<file path="src/rtl/proc_fetch_unit.sv">
// proc_fetch_unit: instruction-fetch front end of the TinyRV1 pipeline.
//
// Owns the fetch PC and issues in-order requests to instruction memory over val/rdy.
// Returned instructions are buffered in a DEPTH-entry queue and presented to decode
// together with their PC. A redirect (jr, jal, taken bne) reloads the PC, empties the
// queue and marks every outstanding memory response as stale so it is discarded.
//
// Ports:
//   clk_i, rst_ni          clock, asynchronous active-low reset
//   imemreq_val_o/rdy_i    fetch request handshake; imemreq_addr_o is the PC register
//   imemresp_val_i/data_i  in-order responses, never back-pressured
//   redirect_val_i/pc_i    redirect from control; pc[1:0] ignored
//   inst_val_o/rdy_i       instruction handshake towards decode
//   inst_o, inst_pc_o      instruction at the queue head and its PC
//
// Optional feature: define FETCH_RESP_BYPASS_EN to let a response go straight to decode
// when the queue is empty and nothing is pending discard.
module proc_fetch_unit #(
  parameter logic [31:0] RESET_PC = 32'h0000_0200,
  parameter int unsigned DEPTH    = 2
) (
  input  logic        clk_i,
  input  logic        rst_ni,
  output logic        imemreq_val_o,
  input  logic        imemreq_rdy_i,
  output logic [31:0] imemreq_addr_o,
  input  logic        imemresp_val_i,
  input  logic [31:0] imemresp_data_i,
  input  logic        redirect_val_i,
  input  logic [31:0] redirect_pc_i,
  output logic        inst_val_o,
  input  logic        inst_rdy_i,
  output logic [31:0] inst_o,
  output logic [31:0] inst_pc_o
);

  localparam int unsigned CntW = $clog2(DEPTH + 1);
  localparam int unsigned PtrW = $clog2(DEPTH);

  logic [31:0]     pc_q, pc_d;
  logic [31:0]     q_inst_q [DEPTH];
  logic [31:0]     q_pc_q   [DEPTH];
  logic [PtrW-1:0] q_head_q, q_head_d, q_tail_q, q_tail_d;
  logic [CntW-1:0] count_q, count_d;
  logic [CntW-1:0] inflight_q, inflight_d;
  logic [CntW-1:0] drop_q, drop_d;
  logic [31:0]     rpc_q [DEPTH];
  logic [PtrW-1:0] rpc_head_q, rpc_head_d, rpc_tail_q, rpc_tail_d;

  logic            req_fire, deq, enq, byp_active, byp_taken;
  logic [CntW:0]   occupancy;
  logic [31:0]     resp_pc;

  function automatic logic [PtrW-1:0] ptr_inc(input logic [PtrW-1:0] p);
    return (p == PtrW'(DEPTH - 1)) ? '0 : p + 1'b1;
  endfunction

  assign resp_pc   = rpc_q[rpc_head_q];
  assign occupancy = {1'b0, count_q} + {1'b0, inflight_q};

`ifdef FETCH_RESP_BYPASS_EN
  assign byp_active = rst_ni & imemresp_val_i & (count_q == '0) & (drop_q == '0);
`else
  assign byp_active = 1'b0;
`endif

  always_comb begin
    // Gated by rst_ni so both valids are low while the block is held in reset.
    imemreq_val_o  = rst_ni & ~redirect_val_i & (occupancy < (CntW + 1)'(DEPTH));
    imemreq_addr_o = pc_q;
    inst_val_o     = rst_ni & ~redirect_val_i & ((count_q != '0) | byp_active);
    inst_o         = byp_active ? imemresp_data_i : q_inst_q[q_head_q];
    inst_pc_o      = byp_active ? resp_pc         : q_pc_q[q_head_q];

    req_fire  = imemreq_val_o & imemreq_rdy_i;
    byp_taken = inst_val_o & inst_rdy_i & byp_active;
    deq       = inst_val_o & inst_rdy_i & ~byp_active;
    enq       = imemresp_val_i & (drop_q == '0) & ~redirect_val_i & ~byp_taken;
  end

  always_comb begin
    pc_d       = pc_q;
    q_head_d   = q_head_q;
    q_tail_d   = q_tail_q;
    count_d    = count_q;
    inflight_d = inflight_q + CntW'(req_fire) - CntW'(imemresp_val_i);
    drop_d     = drop_q;
    rpc_head_d = imemresp_val_i ? ptr_inc(rpc_head_q) : rpc_head_q;
    rpc_tail_d = req_fire ? ptr_inc(rpc_tail_q) : rpc_tail_q;

    if (redirect_val_i) begin
      pc_d     = {redirect_pc_i[31:2], 2'b00};
      q_head_d = '0;
      q_tail_d = '0;
      count_d  = '0;
      // Every outstanding request is wrong-path now. Stale ones already counted in
      // drop are also counted in inflight, so the new drop total is just inflight,
      // less the response (always discarded) arriving this cycle.
      drop_d   = inflight_q - CntW'(imemresp_val_i);
    end else begin
      if (req_fire) pc_d = pc_q + 32'd4;
      if (deq) q_head_d = ptr_inc(q_head_q);
      if (enq) q_tail_d = ptr_inc(q_tail_q);
      count_d = count_q + CntW'(enq) - CntW'(deq);
      if (imemresp_val_i && (drop_q != '0)) drop_d = drop_q - 1'b1;
    end
  end

  always_ff @(posedge clk_i or negedge rst_ni) begin
    if (!rst_ni) begin
      pc_q       <= RESET_PC;
      q_head_q   <= '0;
      q_tail_q   <= '0;
      count_q    <= '0;
      inflight_q <= '0;
      drop_q     <= '0;
      rpc_head_q <= '0;
      rpc_tail_q <= '0;
      for (int unsigned i = 0; i < DEPTH; i++) begin
        q_inst_q[i] <= '0;
        q_pc_q[i]   <= '0;
        rpc_q[i]    <= '0;
      end
    end else begin
      pc_q       <= pc_d;
      q_head_q   <= q_head_d;
      q_tail_q   <= q_tail_d;
      count_q    <= count_d;
      inflight_q <= inflight_d;
      drop_q     <= drop_d;
      rpc_head_q <= rpc_head_d;
      rpc_tail_q <= rpc_tail_d;
      if (enq) begin
        q_inst_q[q_tail_q] <= imemresp_data_i;
        q_pc_q[q_tail_q]   <= resp_pc;
      end
      if (req_fire) rpc_q[rpc_tail_q] <= pc_q;
    end
  end

endmodule

</file>
<file path="config.mk">
export PLATFORM = sky130hd
export DESIGN_NAME = proc_fetch_unit
export DESIGN_NICKNAME = d
export VERILOG_FILES = /design/src/rtl/proc_fetch_unit.sv
export SDC_FILE = /design/constraint.sdc
export NUM_CORES = 1
export LEC_CHECK = 0
export BUFFER_PORTS_ARGS = -buffer_cell sky130_fd_sc_hd__buf_4
export CAP_MARGIN = 15
export CORE_ASPECT_RATIO = 0.9
export CORE_MARGIN = 2
export CORE_UTILIZATION = 55
export CTS_CLUSTER_SIZE = 14
export DETAILED_ROUTE_END_ITERATION = 8
export GPL_ROUTABILITY_DRIVEN = 0
export PLACE_DENSITY = 0.85
export SETUP_SLACK_MARGIN = 0.05
export SYNTH_ARGS = -nofsm -noshare
export SYNTH_HDL_FRONTEND = slang
export SYNTH_SLANG_ARGS = --single-unit
</file>
<file path="constraint.sdc">
create_clock -name clk_i -period 3.3 [get_ports clk_i]
set_input_delay 0.33 -clock clk_i [delete_from_list [all_inputs] [get_ports clk_i]]
set_output_delay 0.33 -clock clk_i [all_outputs]
set_load 0.02 [all_outputs]
</file>
; After elaboration in Yosys (flattened, before gate mapping)
; Index checks and enable logic that the tools add are counted.
[word_totals]
regBits = 234
wordCells = 84
[classes]
bitwise_logic = 12
magnitude_cmp = 7
muxes = 29
n_addsub = 12
reduce_logical = 10
[ops]
columns = cell, n
row1 = 2-to-1 mux 32 bit, 13
row2 = bitwise mux 64 bit, 3
row3 = demux 32 bit (select 1 bit), 2
row4 = adder 32 x 3 -> 32 bit (second input constant), 1
row5 = nonzero test 2 bit, 6
row6 = >= comparator 2 bit (second input constant), 4
row7 = 2-to-1 mux 1 bit, 8
row8 = NOT 1 -> 2 bit, 4
row9 = bitwise AND 1 bit, 7
row10 = 2-to-1 mux 2 bit, 3
row11 = subtractor 2 x 1 -> 2 bit, 3
row12 = adder 1 bit (second input constant), 4
row13 = adder 2 x 1 -> 2 bit, 2
row14 = < comparator 2 x 1 -> 1 bit (second input constant), 2
row15 = adder 2 x 2 -> 3 bit, 1
row16 = logical AND 1 bit, 3
row17 = < comparator 3 x 2 -> 1 bit (second input constant), 1
row18 = logical NOT 2 bit, 1
row19 = subtractor 2 x 1 -> 2 bit (second input constant), 1
row20 = NOT 1 bit, 1

; Logic depth before layout (Yosys ltp)
; Gate-level depths: netlist of run 1.
[logic_depth]
depth_word = 6
mapped_depth = 12
ltp_nobuf = 10

; Worst setup path before layout of run 1
; OpenSTA, ideal clock, no wires.
[synth_path]
path_type = register to register
startpoint = reg inflight_q[0]
endpoint = reg inflight_q[1]
path_slack_ps = 376
setup_ps = 123
period_less_slack_ps = 2924
stages_incl_launch_ff = 13
t_arrival_ps = 2802
required_ps = 3177
cell_sequence = dfrtp_1 -> and2_1 -> fa_1 -> or4b_4 -> nor2_1 -> buf_2 -> inv_2 -> clkbuf_1 -> ha_1 -> inv_1 -> ha_1 -> xnor2_1 -> xnor2_1
[synth_via]
elab_chain_cells = 6
[synth_rtl]
columns = item, line_no
row1 = from (decl), 45  ; logic [CntW-1:0] inflight_q, inflight_d;
row2 = from (signal assigned), 129  ; inflight_q <= inflight_d;
row3 = adder 2 x 2 -> 3 bit, 59  ; assign occupancy = {1'b0, count_q} + {1'b0, inflight_q};
row4 = < comparator 3 x 2 -> 1 bit, 69  ; imemreq_val_o = rst_ni & ~redirect_val_i & (occupancy < (CntW + 1)'(DEPTH));
row5 = bitwise AND 1 bit, 69
row6 = bitwise AND 1 bit, 75  ; req_fire = imemreq_val_o & imemreq_rdy_i;
row7 = adder 2 x 1 -> 2 bit (*), 86  ; inflight_d = inflight_q + CntW'(req_fire) - CntW'(imemresp_val_i);
row8 = subtractor 2 x 1 -> 2 bit (*), 86
row9 = named net inflight_d[1], 45
; Mark *: on every way through the listed nets, which the timed path passes. The rest lies on a longest branch.
; A chain may end at the register's enable or synchronous reset.

; Final worst setup path of run 1
[layout_path]
startpoint = reg inflight_q[0]
endpoint = reg rpc_q[22] (netlist name)
[layout_via]
elab_chain_cells = 4
[layout_rtl]
columns = item, line_no
row1 = adder 2 x 2 -> 3 bit, 59
row2 = < comparator 3 x 2 -> 1 bit, 69
row3 = bitwise AND 1 bit, 69
row4 = bitwise AND 1 bit, 75
row5 = "to (signal, indexed assignment)", 137  ; if (req_fire) rpc_q[rpc_tail_q] <= pc_q;
row6 = to (decl), 47  ; logic [31:0] rpc_q [DEPTH];
; No other way between the ends.

==> flow_summary_export.csv, run 1 <==
group,metric,value,unit
status,status,"finished clean",
setup_path,worst-path-max-fanout,35,
floorplan,rows,46,
clocking,clk-insertion-delay-late,0.51,ns
synth,synthesis.area,10000,um2
timing,period_minus_slack,2.89,ns
power_and_ir_drop,vdd.ir_drop.worst,507,uV
synth,synthCells,834,
floorplan,die-area,19300,um2
layout,drive_above_1_share,39.8,%
grt,antenna_found_initial,0,
floorplan,start_util,56.4,%
layout,diodes,0,
setup_path,crit_chain,"and2_1, fa_1, or4b_4, nor2_1, buf_4, nand2_1, buf_4, mux2_2",
layout,area_growth,21.2,%
detailed_routing,drt_first_pass_iters,4,
timing,maxSlewHeadroom,34.4,%
placement,port-buffer-count,161,
setup_path,start_kind,"register",
detailed_routing,ant_nets,0,
synth,yosys_warnings,0,
worst_hold_path,hold_class,"primary input to register",
clocking,clkSinkCount,224,
clocking,cts_setup_buffers,0,
detailed_routing,via_per_inst,5.65,
run,max-cap-violations,0,
placement,placed_area,11400,um2
synth,async_flop_share,100,%
timing,final.setup.tns,0,ns
timing,hold_viol,0,
floorplan,core_area,17700,um2
setup_path,critPathArrivalTime,3.27,ns
synth,avgSynthCellArea,12.0,um2
setup_path,crit_top_cell,"buf_4",
power_and_ir_drop,leakage,5.67,nW
timing,setup_viol,0,
synth,ys_seq_area_share,56.1,%
synth,synth.area.top_cells,"dfrtp_1 56%, mux2_2 20%, mux2i_1 3.1%, o21ai_0 3.1%, nand2_1 3.0%",
synth,synth_edf_count,0,
clocking,root_buffer,"clkbuf_16",
grt,overflow,0,
synth,ys_ff_latch,224,
grt,grt_pass1_wl,36900,um
grt,grt_pass1_vias,7186,
detailed_routing,drc_errors,0,
power_and_ir_drop,power_density,874,nW/um2
floorplan,ios,168,
setup_path,cp_slowest_stage_delay,0.57,ns
floorplan,fp.dieH,132,um
timing,fin_worst_skew,0.0283,ns
grt,grt_util_all_layers,23.4,%
detailed_routing,vias,6955,
synth,ys.flop_type,"dfrtp_1",
layout,fillers,1279,
clocking,clk_pin_slew,0.06,ns
power_and_ir_drop,total_power,10.6,mW
synth,synth_top_cell_by_area,"dfrtp_1",
grt,grt_max_degree,93,
setup_path,worstPathRequired,3.67,ns
timing,worst_slew_pin_slew,0.984,ns
synth,yosysTopAreaCellShare,55.8,%
layout,stdcell_area,12100,um2
synth,yosysUniqueCellTypes,46,
setup_path,path_class,"register to register",
clocking,cts_buffer_depth,3,
synth,yosysMostFrequentCell,"dfrtp_1",
clocking,cts_buffers,23,
synth,synth_common_cells,"223 x dfrtp_1, 176 x mux2_2, 80 x nand2_1",
timing,drv_slew,0,
timing,max_freq,346,MHz
placement,dpl.hpwl,14500,um
detailed_routing,drt-initial-drc-count,469,
detailed_routing,drt_wl_total,22300,um
setup_path,crit_path_end_kind,"register",
detailed_routing,wl_per_cell,18.1,um
clocking,htree_num_levels,1,
timing,rsz0062_at_grt,"false",
timing,fin_crit_sh,87.6,%
setup_path,slowest_stage,"or4b_4",
clocking,cts_tree,"built",
layout,finish.utilization,68.4,%
floorplan,die_x,146,um
layout,layout.nets,1059,
layer usage:
layer	global-route usage (%)	up-vias	part of all wire [%]
met5	0	-	0
met4	7.39	0	2.8
met3	4.22	44	5.9
met2	36.7	251	45
met1	33.4	3427	46
li1	-	3233	-
cell type report:
cell class / instances / area [um2] / share of cell area (%)
sequential: 224 / 5610 / 46.3
clock buffer: 31 / 656 / 5.41
multi-input combinational: 545 / 4120 / 34.0
inverter: 14 / 52.6 / 0.434
timing repair buffer: 173 / 1350 / 11.1
clock inverter: 4 / 30.0 / 0.248
tap: 240 / 300 / 2.48
sequential cells by signal (all words and copies together) (netlist names), 2 cells and up:
signal and flops:
inflight_q 2, count_q 2, q_inst_q 64, drop_q 2
q_pc_q 60, rpc_q 60, imemreq_addr_o 30
timing repair:
| item | in CTS | in global routing |
|---|---|---|
| hold endpoints to repair | 27 | 0 |
| resized for setup | 0 | 0 |
| hold buffers | 1 | 0 |
stage by stage:
| step | hold WS (ns) | setup slack, ns | cells |
|---|---|---|---|
| 2_1_floorplan | 0.0344 | 0.376 | 837 |
| 6_report | 0.0218 | 0.409 | 1231 |
| 3_3_place_gp | 0.198 | 0.518 | 1195 |
| 5_1_grt | 0.0229 | 0.329 | 1231 |
| 4_1_cts | 0.0115 | 0.423 | 1231 |
| 3_5_place_dp | 0.195 | 0.473 | 1195 |
worst max-delay path: cells and delay by family (launching register included):
kind	cells	cell delay, ns
flip-flops	1	0.39
buffers and inverters	2	0.49
multiplexers	1	0.33
AND/OR/NAND/NOR	4	1.08
adder cells (fa/ha/maj)	1	0.44
path summary, 6_finish.rpt:
kind,startpoint,to,slack [ns],depth (start not counted)
max in group asynchronous,rst_ni,q_head_q$_DFFE_PN0P_,1.07,4
hold / removal,redirect_pc_i[6],imemreq_addr_o[6]$_DFFE_PN0P_,0.02,3
min in group asynchronous,rst_ni,rpc_q[36]$_DFFE_PN0P_,0.31,2
setup reg to reg,inflight_q[0]$_DFF_PN0_,rpc_q[22]$_DFFE_PN0P_,0.41,8
setup / recovery,inflight_q[0]$_DFF_PN0_,rpc_q[22]$_DFFE_PN0P_,0.41,8
hold reg to reg,q_pc_q[22]$_DFFE_PN0P_,q_pc_q[22]$_DFFE_PN0P_,0.47,2
cell usage in the layout (no fill, tap or decap), drive strengths merged, types with 2 or more instances in the layout:
master and instances:
nand4 14, nor2b 3, clkinv 2, ha 7, a31o 6, mux2i 31
buf 172, inv 15, nor4 4, xnor2 10, o211ai 3, a221o 2
a31oi 4, nand2 80, and3 2, and2 4, a32oi 3, xor2 7
clkbuf 31, o221ai 2, conb 4, mux2 176, nor2 45, or3 5
nand3 13, nand2b 2, o311ai 4, nor3 8, dfrtp 223, a21oi 37
o21ai 63
where the power goes:
part           switching [mW]  internal [mW]  total, mW
Combinational            1.75           1.87       3.61
Sequential              0.730           3.86       4.59
Clock                    1.01           1.38       2.38
Total                    3.48           7.11       10.6
cells by family (layout without fill, tap and decap cells):
group | after synthesis | after routing | share of synthesized area (%)
adder cells (fa/ha/maj) | 8 | 8 | 1.08
multiplexers | 207 | 207 | 22.9
buffers and inverters | 68 | 222 | 2.87
XOR/XNOR | 17 | 17 | 1.49
flip-flops | 224 | 224 | 56.1
AO/OA/AOI/OAI | 126 | 126 | 7.17
other | 1 | 4 | 0.0375
AND/OR/NAND/NOR | 183 | 183 | 8.36
No activity file was read; power rests on OpenSTA's default activity.
==> run 2, diff against run 1 <==
--- a/config.mk
+++ b/config.mk
@@ -7,7 +7,6 @@
 export LEC_CHECK = 0
 export BUFFER_PORTS_ARGS = -buffer_cell sky130_fd_sc_hd__buf_4
 export CAP_MARGIN = 15
-export CORE_ASPECT_RATIO = 0.9
 export CORE_MARGIN = 2
 export CORE_UTILIZATION = 55
 export CTS_CLUSTER_SIZE = 14
==> run 2 against run 1 <==
Compared with the run above: register-to-register slack better by 0.07 ns; maximum frequency is 2.4% higher; via count is 0.19% higher; sequential share of layout area is 0.55 points lower; largest power group unchanged.
==> flow_summary_export.csv, run 2 (same netlist as run 1, synthesis figures left out) <==
group,metric,value,unit
detailed_routing,ant_nets,0,
setup_path,critPathTopFamily,"simple AND/OR/NAND/NOR gates",
detailed_routing,drt-initial-drc-count,359,
floorplan,fp.dieH,139,um
timing,max_freq,354,MHz
timing,final.setup.tns,0,ns
floorplan,die-area,19300,um2
clocking,cts_setup_buffers,0,
timing,setup_viol,0,
power_and_ir_drop,leakage,5.74,nW
clocking,clk-insertion-delay-late,0.50,ns
status,status,"finished clean",
setup_path,critPathArrivalTime,3.26,ns
grt,grt_pass1_vias,7133,
clocking,cts_buffer_depth,3,
layout,reg_top3,"q_inst_q (64), q_pc_q (60), rpc_q (60)",
timing,drv_slew,0,
timing,rsz0062_at_grt,"false",
layout,drive_above_1_share,40.2,%
detailed_routing,drt_first_pass_iters,5,
clocking,root_buffer,"clkbuf_16",
detailed_routing,vias,6968,
layout,area_growth,22.6,%
clocking,htree_num_levels,1,
layout,final_cell_mix,"222 x dfrtp_1, 176 x mux2_2, 170 x buf_4",
timing,fin_worst_skew,0.00718,ns
power_and_ir_drop,vdd.ir_drop.worst,524,uV
setup_path,worst-path-max-fanout,8,
grt,overflow,0,
power_and_ir_drop,switching_share,32.0,%
detailed_routing,wl_per_cell,17.8,um
timing,fin_crit_sh,85.5,%
setup_path,cp_slowest_stage_delay,0.61,ns
setup_path,cp-startpoint,"inflight_q[0]$_DFF_PN0_",
placement,dpl.hpwl,14300,um
layout,diodes,0,
grt,grt_pass1_wl,36600,um
layout,layout.nets,1060,
power_and_ir_drop,power.internal,7.51,mW
clocking,clk_pin_slew,0.06,ns
clocking,cts_buffers,23,
floorplan,die_x,139,um
layout,final_common_cell,"dfrtp_1",
detailed_routing,drc_errors,0,
floorplan,ios,168,
grt,grt_util_all_layers,22.9,%
grt,grt_max_degree,93,
floorplan,core_area,17900,um2
detailed_routing,via_per_inst,5.68,
run,max-cap-violations,0,
setup_path,crit_chain,"and2_1, fa_1, or4b_4, or4_4, nand2b_4, or3_1, nand3_1",
setup_path,slowest_stage,"or4_4",
setup_path,timing.rr.start,"inflight_q[0]$_DFF_PN0_",
layout,largest_register_ff_count,64,
placement,port-buffer-count,161,
setup_path,crit_buf_inv,0,
floorplan,rows,49,
setup_path,crit_path_end_kind,"register",
clocking,clkSinkCount,224,
clocking,hold_buffers,0,
setup_path,start_kind,"register",
power_and_ir_drop,p_clk_share,25.6,%
power_and_ir_drop,p_seq_share,40.9,%
timing,period_minus_slack,2.82,ns
layout,stdcell_area,12300,um2
layout,regMostFlops,"q_inst_q",
placement,placed_area,11400,um2
floorplan,start_util,55.8,%
timing,worst_slew_pin_slew,1.01,ns
setup_path,worstPathRequired,3.73,ns
clocking,cts_tree,"built",
timing,hold_viol,0,
power_and_ir_drop,switchingPower,3.54,mW
timing,maxSlewHeadroom,33.0,%
power_and_ir_drop,combPwrFrac,33.6,%
power_and_ir_drop,power_density,901,nW/um2
grt,antenna_found_initial,0,
detailed_routing,drt_wl_total,21800,um
setup_path,path_class,"register to register",
worst_hold_path,hold_class,"primary input to async pin",
clocking,post_cts_resized,0,
run 2: final cells by class:
class	count	area, um2
Fill cell	1303	5640
Sequential cell	224	5610
Multi-Input combinational cell	545	4120
Timing Repair Buffer	174	1350
Clock buffer	30	652
Tap cell	229	287
Clock inverter	10	186
Inverter	14	52.6
run 2: path summary, 6_finish.rpt:
path | endpoint | slack [ns] | cells after the start
max in group asynchronous | q_head_q$_DFFE_PN0P_ | 1.77 | 3
setup reg to reg | imemreq_addr_o[24]$_DFFE_PN0P_ | 0.48 | 7
min in group clk_i | imemreq_addr_o[4]$_DFFE_PN0P_ | 0.03 | 3
hold reg to reg | q_pc_q[24]$_DFFE_PN0P_ | 0.48 | 2
setup / recovery | imemreq_addr_o[24]$_DFFE_PN0P_ | 0.48 | 7
hold / removal | rpc_q[28]$_DFFE_PN0P_ | 0.003 | 2
run 2: metal layers:
metal  GRT usage (%)  share of wire [%]  wire (um)  up-vias
met5               0                  0          0        -
met4            5.90                1.6        349        0
met3            4.01                6.8       1490       33
met2            36.2                 47      10300      269
met1            33.5                 44       9690     3425
li1                -                  -          -     3241
run 2: through the flow:
stage	utilization, %	hold WS [ns]	worst slack (ns)	std cells	power [mW]
after floorplan	-	0.0344	0.376	837	6.86
after global placement	63.8	0.454	0.508	1186	8.06
after detailed placement	63.8	0.465	0.493	1186	8.26
after CTS	68.5	0.0185	0.475	1226	11.2
after global routing	68.5	0.0351	0.377	1226	11.7
final	68.5	0.00255	0.477	1226	11.0
run 2: power by group through the flow:
stage / Sequential [mW] / Combinational [mW] / Clock, mW
after floorplan: 4.37 / 2.50 / 0
after detailed placement: 4.55 / 3.71 / 0
after global routing: 4.67 / 4.04 / 2.99
after CTS: 4.51 / 3.75 / 2.88
final: 4.51 / 3.71 / 2.83
after global placement: 4.46 / 3.60 / 0
==> run 3, diff against run 2 <==
--- a/config.mk
+++ b/config.mk
@@ -8,11 +8,11 @@
 export BUFFER_PORTS_ARGS = -buffer_cell sky130_fd_sc_hd__buf_4
 export CAP_MARGIN = 15
 export CORE_MARGIN = 2
-export CORE_UTILIZATION = 55
+export CORE_UTILIZATION = 30
 export CTS_CLUSTER_SIZE = 14
 export DETAILED_ROUTE_END_ITERATION = 8
 export GPL_ROUTABILITY_DRIVEN = 0
-export PLACE_DENSITY = 0.85
+export PLACE_DENSITY = 0.55
 export SETUP_SLACK_MARGIN = 0.05
 export SYNTH_ARGS = -nofsm -noshare
 export SYNTH_HDL_FRONTEND = slang
==> run 3 against run 2 <==
Compared with the run above: count of clock-buffer cells in the layout increased by 10; global-route usage shrank 9.4 points; largest cell class unchanged; largest power group unchanged; cell count rose by 20%; total power rose by 1.7%.
==> flow_summary_export.csv, run 3 (same netlist as run 1, synthesis figures left out) <==
group,metric,value,unit
status,status,"finished clean",
floorplan,ios,168,
setup_path,reg2reg_slack,0.45,ns
layout,final_common_cell,"dfrtp_1",
power_and_ir_drop,vdd.ir_drop.worst,367,uV
clocking,post_cts_resized,0,
clocking,clk-insertion-delay-late,0.53,ns
layout,final_cell_mix,"222 x dfrtp_1, 176 x mux2_2, 172 x buf_4",
clocking,hold_buffers,13,
timing,hold_viol,0,
grt,overflow,0,
setup_path,worst-path-max-fanout,8,
layout,stdcell_area,12800,um2
setup_path,start_kind,"register",
detailed_routing,drc_errors,0,
timing,setup_viol,0,
timing,worst_slew_pin_slew,1.00,ns
run,max-cap-violations,0,
timing,fin_hold_ws,0.0277,ns
setup_path,path_class,"register to register",
power_and_ir_drop,leakage,5.87,nW
detailed_routing,drt_wl_total,23900,um
floorplan,fp.dieH,187,um
placement,dpl.hpwl,15900,um
clocking,clkSinkCount,224,
timing,period_minus_slack,2.85,ns
timing,fin_worst_skew,0.0211,ns
setup_path,endpoint,"imemreq_addr_o[24]$_DFFE_PN0P_",
layout,finish.utilization,39.2,%
placement,pre_cts_ws,0.480,ns
floorplan,start_util,30.6,%
clocking,cts_buffer_depth,3,
setup_path,ff2ff_path_depth,7,
placement,port-buffer-count,161,
setup_path,crit_path_end_kind,"register",
layout,largest_register_ff_count,64,
layout,diodes,0,
detailed_routing,ant_nets,0,
detailed_routing,drt-initial-drc-count,368,
grt,grt_max_degree,187,
worst_hold_path,hold_class,"primary input to register",
timing,rsz0062_at_grt,"false",
timing,max_freq,351,MHz
power_and_ir_drop,power_density,878,nW/um2
clocking,htree_num_levels,1,
layout,reg_top3,"q_inst_q (64), q_pc_q (60), rpc_q (60)",
grt,grt_pass1_vias,6644,
timing,fin_crit_sh,86.3,%
layout,area_growth,28.1,%
detailed_routing,drt_first_pass_iters,4,
grt,grt_util_all_layers,13.6,%
clocking,cts_setup_buffers,0,
floorplan,die_x,187,um
placement,placed_cells,1404,
timing,drv_slew,0,
layout,layout.nets,1082,
placement,placed_area,11800,um2
clocking,cts_buffers,27,
floorplan,core_area,32700,um2
setup_path,timing.rr.start,"inflight_q[0]$_DFF_PN0_",
power_and_ir_drop,total_power,11.2,mW
detailed_routing,via_per_inst,4.65,
layout,drive_above_1_share,40.0,%
layout,fin_cells,1467,
setup_path,cp-startpoint,"inflight_q[0]$_DFF_PN0_",
grt,grt_pass1_wl,38400,um
setup_path,critPathArrivalTime,3.30,ns
timing,fin_ws,0.453,ns
floorplan,rows,66,
detailed_routing,wl_per_cell,16.3,um
setup_path,rr_endpoint,"imemreq_addr_o[24]$_DFFE_PN0P_",
clocking,clk_pin_slew,0.06,ns
timing,maxSlewHeadroom,33.2,%
setup_path,worstPathRequired,3.76,ns
detailed_routing,vias,6822,
clocking,cts_tree,"built",
grt,antenna_found_initial,0,
clocking,root_buffer,"clkbuf_16",
layout,regMostFlops,"q_inst_q",
timing,final.setup.tns,0,ns
floorplan,die-area,34800,um2
## run 3: cell count changes in the layout (fill, tap and decap cells not counted), sizes merged
cell / delta
buf: +5
bufinv: -2
clkbuf: +10
clkinv: +1
dlygate4sd3: +13
inv: +1
## run 3: cell type report
cell class                      count  area [um2]
Fill cell                        3206       19900
Sequential cell                   224        5610
Multi-Input combinational cell    545        4120
Timing Repair Buffer              192        1560
Clock buffer                       40         774
Tap cell                          442         553
Clock inverter                     10         136
Inverter                           14        52.6
## run 3: how the worst min path moves through the flow
stage	from	slack (ns)	depth (start not counted)	end
finish	redirect_pc_i[28]	0.03	3	imemreq_addr_o[28]$_DFFE_PN0P_
global route	imemresp_data_i[14]	0.01	2	q_inst_q[14]$_DFFE_PN0P_
CTS	redirect_pc_i[14]	0.0006	3	imemreq_addr_o[14]$_DFFE_PN0P_
detailed placement	rst_ni	0.24	1	rpc_q[8]$_DFFE_PN0P_
global placement	rst_ni	0.25	1	rpc_q[8]$_DFFE_PN0P_
floorplan	rst_ni	0.03	0	count_q[0]$_DFF_PN0_
## run 3: per-layer routing
metal	share of wire [%]	track usage [%]	vias up
li1	-	-	3281
met1	51	21.3	3316
met2	41	19.1	196
met3	5.9	2.71	29
met4	1.5	2.99	0
met5	0	0	-
## run 3: report_power, final
| part | switching [mW] | leakage (nW) | total (mW) | internal, mW |
|---|---|---|---|---|
| Clock | 1.15 | 0.437 | 3.01 | 1.86 |
| Combinational | 1.88 | 2.61 | 3.77 | 1.89 |
| Sequential | 0.593 | 2.82 | 4.45 | 3.86 |
## run 3: worst max-delay path, stage by stage (launching register included)
cell      delay (ns)
dfrtp_1         0.39
and2_1          0.17
fa_1            0.44
or4b_4          0.56
or4_4           0.61
nand2b_4        0.19
or3_1           0.32
nand3_1         0.08
